### src/rtl/hv_bundler.sv
// hv_bundler -- majority-bundling stage fed by a stream of binary hypervectors.
//
// Accumulates per-dimension population counts over a bundle of up to MAX_N
// hypervectors (closed by in_last or by reaching MAX_N), then resolves each
// dimension by majority. Exact ties take a bit from the tie-break LFSR.
//
// Build option: HV_BUNDLER_TIE_LFSR_EN
//   defined   : serial resolve, one dimension per cycle; ties take tie_bit and
//               pulse tie_en in the same cycle. out_valid appears DIM+1 cycles
//               after the closing input.
//   undefined : all dimensions resolve in parallel at the closing edge; ties
//               resolve to 0, tie_en is held at 0 and tie_bit is ignored.
//
// Ports:
//   clk, nrst             clock, asynchronous active-low reset
//   in_hv/in_valid/in_last/in_ready   input hypervector stream
//   tie_bit / tie_en      LFSR serial bit in, LFSR advance request out
//   out_hv/out_count/out_valid/out_ready   bundled result with handshake
module hv_bundler #(
  parameter int DIM   = 64,
  parameter int MAX_N = 16,
  parameter int CNT_W = $clog2(MAX_N + 1)
) (
  input  logic             clk,
  input  logic             nrst,
  input  logic [DIM-1:0]   in_hv,
  input  logic             in_valid,
  input  logic             in_last,
  output logic             in_ready,
  input  logic             tie_bit,
  output logic             tie_en,
  output logic [DIM-1:0]   out_hv,
  output logic [CNT_W-1:0] out_count,
  output logic             out_valid,
  input  logic             out_ready
);

  localparam logic [1:0] ST_ACCUM   = 2'd0;
  localparam logic [1:0] ST_RESOLVE = 2'd1;
  localparam logic [1:0] ST_OUTPUT  = 2'd2;

  logic [1:0]                 state_q, state_d;
  logic [DIM-1:0][CNT_W-1:0]  cnt_q, cnt_d;
  logic [CNT_W-1:0]           n_q, n_d;
  logic [DIM-1:0]             out_hv_q, out_hv_d;
  logic [CNT_W-1:0]           out_count_q, out_count_d;

  logic             accept;
  logic             close_bundle;
  logic             clear_cnt;
  logic [CNT_W-1:0] n_inc;
  logic [DIM-1:0][CNT_W-1:0] cnt_inc;

  assign in_ready     = (state_q == ST_ACCUM);
  assign out_valid    = (state_q == ST_OUTPUT);
  assign out_hv       = out_hv_q;
  assign out_count    = out_count_q;

  assign accept       = in_valid & in_ready;
  assign n_inc        = n_q + CNT_W'(1);
  // in_last and reaching MAX_N on the same input is one close, not two.
  assign close_bundle = accept & (in_last | (n_inc == CNT_W'(MAX_N)));

  // Per-dimension counters. n never exceeds MAX_N, so neither can any counter.
  genvar gi;
  generate
    for (gi = 0; gi < DIM; gi++) begin : g_dim
      assign cnt_inc[gi] = cnt_q[gi] + CNT_W'(in_hv[gi]);
      assign cnt_d[gi]   = clear_cnt ? '0 : (accept ? cnt_inc[gi] : cnt_q[gi]);
    end
  endgenerate

`ifdef HV_BUNDLER_TIE_LFSR_EN
  localparam int IDX_W = (DIM > 1) ? $clog2(DIM) : 1;

  logic [IDX_W-1:0] idx_q, idx_d;
  logic [CNT_W-1:0] cur_cnt;
  logic [CNT_W:0]   cur_twice;
  logic [CNT_W:0]   n_ext;
  logic             tie_now;
  logic             res_bit;

  // Comparison is done one bit wider so 2*cnt cannot wrap.
  assign cur_cnt   = cnt_q[idx_q];
  assign cur_twice = {cur_cnt, 1'b0};
  assign n_ext     = {1'b0, n_q};
  assign tie_now   = (state_q == ST_RESOLVE) && (cur_twice == n_ext);
  assign res_bit   = tie_now ? tie_bit : (cur_twice > n_ext);
  assign tie_en    = tie_now;
`else
  logic [DIM-1:0] maj_vec;
  logic           unused_tie;

  assign unused_tie = tie_bit;
  assign tie_en     = 1'b0;

  // Parallel majority over the counts including the closing input; ties -> 0.
  generate
    for (gi = 0; gi < DIM; gi++) begin : g_maj
      assign maj_vec[gi] = {cnt_inc[gi], 1'b0} > {1'b0, n_inc};
    end
  endgenerate
`endif

  always_comb begin
    state_d     = state_q;
    n_d         = n_q;
    out_hv_d    = out_hv_q;
    out_count_d = out_count_q;
    clear_cnt   = 1'b0;
`ifdef HV_BUNDLER_TIE_LFSR_EN
    idx_d       = idx_q;
`endif
    case (state_q)
      ST_ACCUM: begin
        if (accept) begin
          n_d = n_inc;
          if (close_bundle) begin
`ifdef HV_BUNDLER_TIE_LFSR_EN
            state_d = ST_RESOLVE;
            idx_d   = '0;
`else
            state_d     = ST_OUTPUT;
            out_hv_d    = maj_vec;
            out_count_d = n_inc;
`endif
          end
        end
      end
`ifdef HV_BUNDLER_TIE_LFSR_EN
      ST_RESOLVE: begin
        out_hv_d[idx_q] = res_bit;
        if (idx_q == IDX_W'(DIM - 1)) begin
          state_d     = ST_OUTPUT;
          out_count_d = n_q;
        end else begin
          idx_d = idx_q + IDX_W'(1);
        end
      end
`endif
      ST_OUTPUT: begin
        if (out_ready) begin
          state_d   = ST_ACCUM;
          n_d       = '0;
          clear_cnt = 1'b1;
        end
      end
      default: state_d = ST_ACCUM;
    endcase
  end

  always_ff @(posedge clk or negedge nrst) begin
    if (!nrst) begin
      state_q     <= ST_ACCUM;
      cnt_q       <= '0;
      n_q         <= '0;
      out_hv_q    <= '0;
      out_count_q <= '0;
`ifdef HV_BUNDLER_TIE_LFSR_EN
      idx_q       <= '0;
`endif
    end else begin
      state_q     <= state_d;
      cnt_q       <= cnt_d;
      n_q         <= n_d;
      out_hv_q    <= out_hv_d;
      out_count_q <= out_count_d;
`ifdef HV_BUNDLER_TIE_LFSR_EN
      idx_q       <= idx_d;
`endif
    end
  end

endmodule

### config.mk
export PLATFORM = sky130hd
export DESIGN_NAME = hv_bundler
export DESIGN_NICKNAME = d
export VERILOG_FILES = /design/src/rtl/hv_bundler.sv
export SDC_FILE = /design/constraint.sdc
export NUM_CORES = 1
export LEC_CHECK = 0
export CAP_MARGIN = 20
export CORE_ASPECT_RATIO = 1.5
export CORE_MARGIN = 8
export CORE_UTILIZATION = 56
export DETAILED_ROUTE_END_ITERATION = 10
export HOLD_SLACK_MARGIN = 0.02
export PLACE_DENSITY_LB_ADDON = 0.05
export SLEW_MARGIN = 20
export SYNTH_ARGS = -nofsm -noshare
export SYNTH_HDL_FRONTEND = slang
export SYNTH_SLANG_ARGS = --single-unit
### constraint.sdc
create_clock -name clk -period 4.82 [get_ports clk]
set_input_delay 0.964 -clock clk [delete_from_list [all_inputs] [get_ports clk]]
set_output_delay 0.964 -clock clk [all_outputs]
set_load 0.005 [all_outputs]
# ---- Word-level counts from Yosys, hierarchy flattened
# Index checks and enable logic that the tools add are counted.
dict set report classes {
  n_div 0
  addsub 65
  eq_ne 5
  n_mux 137
  n_reduce_logical 6
  order_cmp 64
  bitwise 3
  n_mul 0
  shift 0
}
# operator n
set ops {}
lappend ops {{2-to-1 mux 5 bit} 130}
lappend ops {{> comparator 6 x 5 -> 1 bit} 64}
lappend ops {{adder 5 x 1 -> 5 bit} 64}
lappend ops {{one-hot mux 5 bit (2 select lines)} 1}
lappend ops {{AND reduction 3 bit} 3}
lappend ops {{2-to-1 mux 2 bit} 3}
lappend ops {{!= test 2 x 1 -> 1 bit, second input constant} 3}
lappend ops {{adder 5 x 1 -> 5 bit, second input constant} 1}
lappend ops {{== test 5 bit, second input constant} 1}
lappend ops {{one-hot mux 2 bit (2 select lines)} 1}
lappend ops {{nonzero test 2 bit} 2}
lappend ops {{bitwise AND 1 bit} 2}
lappend ops {{== test 2 bit, second input constant} 1}
lappend ops {{zero test 2 bit} 1}
lappend ops {{2-to-1 mux 1 bit} 2}
lappend ops {{bitwise OR 1 bit} 1}
dict set report word_totals {
  inputBits 70
  rom_bits 0
  n_memories 0
  output_inout_bits 72
  regBits 396
  latch_bits 0
  mem_bits_rw 0
  elab_cells 348
}

# ---- Longest topological paths before layout
# Gate-level depths: netlist of run 1.
dict set report depth {
  depth_word 7
  ltp_mapped 10
  depth_no_buf 10
}

# ---- Worst setup path before layout of run 1
# No wires, ideal clock.
dict set report synth_timing {
  path_kind {reg-to-reg}
  start {register n_q[1]}
  end {register out_hv_q[10], in the netlist out_hv[10]}
  setup_ns 0.141
  t_arrival_ns 5.060
  required_ns 4.679
  stages_incl_launch_ff 9
  period_less_slack_ns 5.201
  path_buffers 0
  slack_ns -0.381
  cell_sequence {dfrtp_1 -> ha_1 -> xnor2_1 -> ha_1 -> nand3_1 -> or3_1 -> o41ai_2 -> a2111oi_0 -> a311oi_1}
}
dict set report synth_between {
  elab_chain_cells 5
  elab_cells_between_ends 6
  classes_between {1 x add/sub; 1 x order compare; 1 x eq/ne; 2 x bitwise; 1 x reduce/logical}
}
# item line
set synth_rtl {}
lappend synth_rtl {{from (decl)} 44} ;# logic [CNT_W-1:0] n_q, n_d;
lappend synth_rtl {{from (signal assigned)} 165} ;# n_q <= n_d;
lappend synth_rtl {{adder 5 x 1 -> 5 bit (*)} 60} ;# assign n_inc = n_q + CNT_W'(1);
lappend synth_rtl {{== test 5 bit} 62} ;# assign close_bundle = accept & (in_last | (n_inc == CNT_W'(MAX_N)));
lappend synth_rtl {{bitwise OR 1 bit} 62}
lappend synth_rtl {{bitwise AND 1 bit} 62}
lappend synth_rtl {{AND reduction 3 bit (no line)} n/a}
lappend synth_rtl {{to (signal assigned)} 166} ;# out_hv_q <= out_hv_d;
lappend synth_rtl {{to (decl)} 45} ;# logic [DIM-1:0] out_hv_q, out_hv_d;
# Mark *: on every way between the ends. The rest lies on a longest branch, timed or not.
# A chain may end at the register's enable or synchronous reset.

# ---- Final worst setup path of run 1
dict set report layout_timing {
  start {register n_q[0]}
  end {register out_hv_q[25], in the netlist out_hv[25]}
}
# The elaborated chain is that of the path after synthesis.

==> metrics.txt, run 1 <==
status=finished, final reports clean; total placed cells including tap cells=3,324; combinational share of power=~54%; DR pass1 iterations=5; largest net degree at the start of global routing=222; DP HPWL=42,400 um; number of remaining DRC errors=0; Hold Crit Class=input pin to async pin; fmax=~270 MHz; maxcap violations=0; WP data required=5.28 ns; post-synth cell types=57; switching part of the total=roughly two fifths; register area share after synthesis=37.7%; Final Cell Area=29,500 um^2; CTS tree=built; worst r2r src=n_q[0]; commonest cells after routing, fill and taps aside=393 x dfrtp_1, 257 x ha_1, 232 x nand2_1, 231 x o21ai_0, 204 x a22o_1; asr flop ratio synth=100%; Peak VDD IR=between 0.3 and 0.4 mV; Mapped Area=~26,000 um^2; Syn Nets=slightly above 3,000; layout cells sized above 1=5.31%; initial cell density of the core=56.4%; Startpoint Class=flop; WS Path Type=flop to flop; routability cong.=0.855; Worst-path clk slew=0.07 ns; number of synthesized flops with an enable pin=0; Max Buffers Root-to-Sink=3; placed instance area=28,100 um^2; dpl ws=1.15 ns; routed length per instance=20.4 um; input/output buffers=139; Power Dens Cells=626 nW/um^2; 1st-iter DRT viols=around 1,200; skew final=0.0160 ns; RSZ-0062 raised after global routing=no; detailed-route wire length=69,200 um; remaining antenna violation count after routing=0; chip width=about 190 um; nature of the critical path endpoint=flop; total grt overflow=0; pins over their slew limit=0; # rows=slightly below 100; Slew HR=22.4%; CP Cell Sequence=ha_1, nand3_2, xnor2_2, clkinv_2, buf_4, ha_1, nand2_1, a2111oi_0, nor4b_1, o31ai_1; Core Area=46,500 um^2; CP max-delay cell=dfrtp_2; CP peak stage delay=~0.90 ns; initial antenna violation count=1; Root Buffer=clkbuf_16; gr usage total=25.6%; cts repair resizes=0; Chip Height=281 um; Final period util=76.5%; Yosys warning total=0; die footprint=54,200 um^2; fin worst setup slack=1.13 ns; internal power=10.9 mW; I/O pins=142; post-route insts no fill=3,400; setup TNS=0 ns; CP startpoint=n_q[0]; Most used DFF post-synth=dfrtp_1; clock buffer count from CTS=42; Syn Area/Cell=9.63 um^2; Layout area overhead=12.7%; Pwr Total=around 19 mW; # setup viols final=0; crit path max fanout=40; Setup Fix Bufs, Post-CTS=0; Tmin final=3.69 ns; Worst-Margin Slew=1.16 ns; sw power=7.63 mW; Via density=approximately 6.3; Num Clock Sinks=a little under 400; final hold viol count=0; most common cell after layout, fill and taps aside=dfrtp_1; sequential share of power=27.9%; first-pass GRT wire length=~110,000 um; synthesized flop and latch total=395; clock group share of total power=a little under a fifth; nets=3,102; Util after Layout=63.6%; clk_lat worst skew=0.56 ns; Worst Hold Slack=0.415 ns; vias in the first global route=22,300; H-tree levels=2; most used cell, CP=ha_1; Cells after Synth=2,724; DR vias=approximately 21,000; Worst EP arrival=approximately 4.1 ns; CTS Hold Bufs=0; Leakage=13.6 nW
cell type report:
| cell class | instances | area [um^2] |
|---|---|---|
| Fill cell | 3836 | 16900 |
| Multi-Input combinational cell | 2109 | 15500 |
| Sequential cell | 395 | 9890 |
| Timing Repair Buffer | 179 | 1860 |
| Clock buffer | 65 | 1300 |
| Tap cell | 594 | 743 |
| Inverter | 47 | 178 |
| Clock inverter | 10 | 109 |
| Antenna cell | 1 | 2.50 |
metal layers:
| metal | share of wire [%] | up-vias | track usage (%) |
|---|---|---|---|
| met5 | 0 | - | 0 |
| met4 | 3.3 | 0 | 9.97 |
| met3 | 4.2 | 157 | 3.25 |
| met2 | 50 | 451 | 44.6 |
| met1 | 43 | 10700 | 31.6 |
| li1 | - | 10100 | - |
synth_stat cells, types with 10 or more instances:
| master | count | area [um^2] |
|---|---|---|
| nor2b_1 | 19 | 119 |
| nor4b_1 | 26 | 228 |
| a311oi_1 | 23 | 201 |
| nand2b_1 | 53 | 332 |
| o31ai_1 | 31 | 233 |
| xor2_1 | 80 | 701 |
| and3_1 | 35 | 219 |
| a211o_1 | 21 | 184 |
| nand3b_1 | 17 | 128 |
| nor4_1 | 19 | 119 |
| and2_1 | 20 | 125 |
| a211oi_1 | 40 | 300 |
| nand2_1 | 234 | 878 |
| dfrtp_1 | 395 | 9880 |
| nor2_1 | 139 | 522 |
| nand4_1 | 15 | 93.8 |
| nor3_1 | 58 | 290 |
| xnor2_1 | 178 | 1560 |
| mux2i_1 | 27 | 270 |
| nand3_1 | 139 | 696 |
| a22o_1 | 204 | 1790 |
| maj3_2 | 21 | 236 |
| buf_2 | 20 | 100 |
| inv_1 | 47 | 176 |
| a2111oi_0 | 20 | 175 |
| o21ai_0 | 231 | 1160 |
| o2bb2ai_1 | 20 | 175 |
| o22ai_1 | 13 | 81.3 |
| clkbuf_1 | 131 | 492 |
| a21oi_1 | 46 | 230 |
| buf_6 | 10 | 113 |
| maj3_1 | 23 | 230 |
| o211ai_1 | 11 | 82.6 |
| ha_1 | 258 | 3230 |
| o311a_1 | 15 | 150 |
power groups by stage:
stage	logic, mW	clock network (mW)	registers [mW]
finish	9.99	3.35	5.16
global route	11.1	3.55	5.29
CTS	10.0	3.43	5.15
detailed placement	9.94	0	5.19
global placement	9.58	0	5.15
floorplan	7.28	0	4.86
logic make-up after synthesis:
| family | share of synthesized area [%] |
|---|---|
| simple gates | 15.3 |
| compound gates | 19.3 |
| flops | 37.7 |
| fa+ha+maj | 14.1 |
| xor+xnor | 8.93 |
| buf+inv | 3.66 |
| mux | 1.03 |
| other cells | 0.0143 |
worst paths after layout:
kind	to	slack (ns)	cells past startpoint
max	out_hv[25]	1.13	10
min	out_hv[56]	0.42	1
max reg2reg	out_hv[25]	1.13	10
min reg2reg	out_hv[27]	0.48	2
max in group asynchronous	cnt_q[15]	3.26	2
min in group clk	out_hv[27]	0.48	2
registers in the layout (all words and copies together) (netlist names):
signal / cells
cnt_q: 320
out_hv: 64
n_q: 5
out_count: 5
state_q: 1
critical path: cells and delay by family, from the launching register on:
kind,cells,cell delay (ns)
AOI/OAI and AO/OA,2,0.74
xor gates and xnor gates,1,0.17
adders and majority gates,2,0.74
buffers and inverters,2,0.66
DFF,1,0.90
and+or+nand+nor,3,0.35
No activity file was read; power rests on OpenSTA's default activity.
==> run 2, diff against run 1 <==
CORE_UTILIZATION = 61   (was 56)
clock period = 3.8 ns   (was 4.82 ns; I/O delays follow)
==> metrics.txt, run 2 (synthesized netlist as in run 1, its figures left out) <==
status=finished, final reports clean; placed instance area=roughly 28,000 um^2; die footprint=50,000 um^2; nature of the critical path endpoint=flop; Worst-path clk slew=0.06 ns; layout cells sized above 1=5.62%; routed length per instance=20.2 um; DR pass1 iterations=5; Slew HR=between 30% and 40%; max reg flops=320; clk_lat worst skew=0.56 ns; initial antenna violation count=1; crit path max fanout=34; WP data required=4.25 ns; Power Dens Cells=around 800 nW/um^2; Final period util=between 70% and 80%; Top reg by flops=cnt_q; Max Buffers Root-to-Sink=3; clock buffer count from CTS=43; number of remaining DRC errors=0; combinational share of power=53.9%; most common cell after layout, fill and taps aside=dfrtp_1; Chip Height=270 um; I/O pins=142; CTS tree=built; # setup viols final=0; nets=approximately 3,100; # rows=93; vias in the first global route=between 20,000 and 25,000; pins over their slew limit=0; remaining antenna violation count after routing=0; setup TNS=0 ns; clock group share of total power=19.2%; gr usage total=27.5%; fmax=329 MHz; maxcap violations=0; H-tree levels=2; Via density=6.42; Peak VDD IR=around 0.57 mV; Worst Hold Slack=about 0.26 ns; cts repair resizes=0; input/output buffers=139; Tmin final=3.04 ns; Pwr Total=23.8 mW; Layout area overhead=13.2%; Startpoint Class=flop; Ant. Diodes=0; total grt overflow=0; internal power=14.1 mW; chip width=185 um; switching part of the total=40.8%; Num Clock Sinks=395; Final Cell Area=29,700 um^2; sw power=9.72 mW; sequential share of power=26.9%; DR vias=21,700; routability cong.=0.851; RSZ-0062 raised after global routing=no; largest net degree at the start of global routing=166; Setup Fix Bufs, Post-CTS=0; worst r2r src=n_q[3]; WS Path Type=flop to flop; 1st-iter DRT viols=1,325; Leakage=13.7 nW; skew final=approximately 0.017 ns; initial cell density of the core=between 60% and 70%; DP HPWL=41,600 um; Root Buffer=clkbuf_16; Core Area=approximately 43,000 um^2; Worst EP arrival=about 3.5 ns; commonest cells after routing, fill and taps aside=393 x dfrtp_1, 257 x ha_1, 232 x nand2_1, 231 x o21ai_0, 204 x a22o_1; final hold viol count=0; Worst-Margin Slew=0.951 ns; first-pass GRT wire length=roughly 110,000 um; CTS Hold Bufs=0; CP startpoint=n_q[3]; detailed-route wire length=68,300 um; Hold Crit Class=input pin to async pin
-- run 2: cell types whose count changed in the layout (fill, tap and decap cells not counted), moves of 2 or more --
| cell | before | now |
|---|---|---|
| clkinv_2 | 6 | 9 |
| buf_12 | 13 | 15 |
| buf_4 | 27 | 30 |
| clkbuf_8 | 10 | 6 |
| bufinv_16 | 2 | 7 |
-- run 2: layout make-up --
cell class                 count  area, um^2
multi-input combinational   2109       15500
inverter                      47         178
clock buffer                  60        1240
tap                          570         713
fill                        3329       13000
clock inverter                18         274
timing repair buffer         184        1920
sequential                   395        9890
-- run 2: worst paths after layout --
path                                   end  slack (ns)  cells after the start
worst max-delay path            out_hv[23]        0.76                      9
worst min register to register  out_hv[26]        0.48                      2
max in group asynchronous       cnt_q[125]        2.53                      2
min in group clk                out_hv[26]        0.48                      2
worst min-delay path            cnt_q[281]        0.26                      1
worst max register to register  out_hv[23]        0.76                      9
-- run 2: per-stage QoR --
| step | instances | utilization, % | worst slack (ns) |
|---|---|---|---|
| 5_1_grt | 3383 | 69.5 | 0.488 |
| 6_report | 3383 | 69.5 | 0.763 |
| 2_1_floorplan | 2724 | - | 0.0492 |
| 3_5_place_dp | 3305 | 66.0 | 0.681 |
| 3_3_place_gp | 3305 | 66.0 | 0.729 |
| 4_1_cts | 3383 | 69.5 | 0.787 |
-- run 2: power groups by stage --
stage               registers [mW]  logic, mW  clock network [mW]
finish                        6.40       12.8                4.58
global route                  6.56       14.2                4.79
CTS                           6.39       12.9                4.64
detailed placement            6.44       12.7                   0
global placement              6.39       12.2                   0
floorplan                     6.16       9.24                   0
-- run 2: worst max-delay path: stages, from the launching register on --
cell and delay (ns):
dfrtp_1 0.67, nand3_2 0.17, xnor2_2 0.19, clkinv_2 0.29
buf_12 0.31, ha_1 0.36, nand2_1 0.08, a2111oi_0 0.49
nor4b_1 0.13, o31ai_1 0.25
-- run 2: layer usage --
layer	track usage, %	part of all wire, %	routed length [um]	vias to the layer above
met5	0	0.019	13	-
met4	10.2	3.0	2060	2
met3	3.34	5.2	3550	161
met2	49.0	51	34600	609
met1	33.2	41	28100	10800
li1	-	-	-	10100
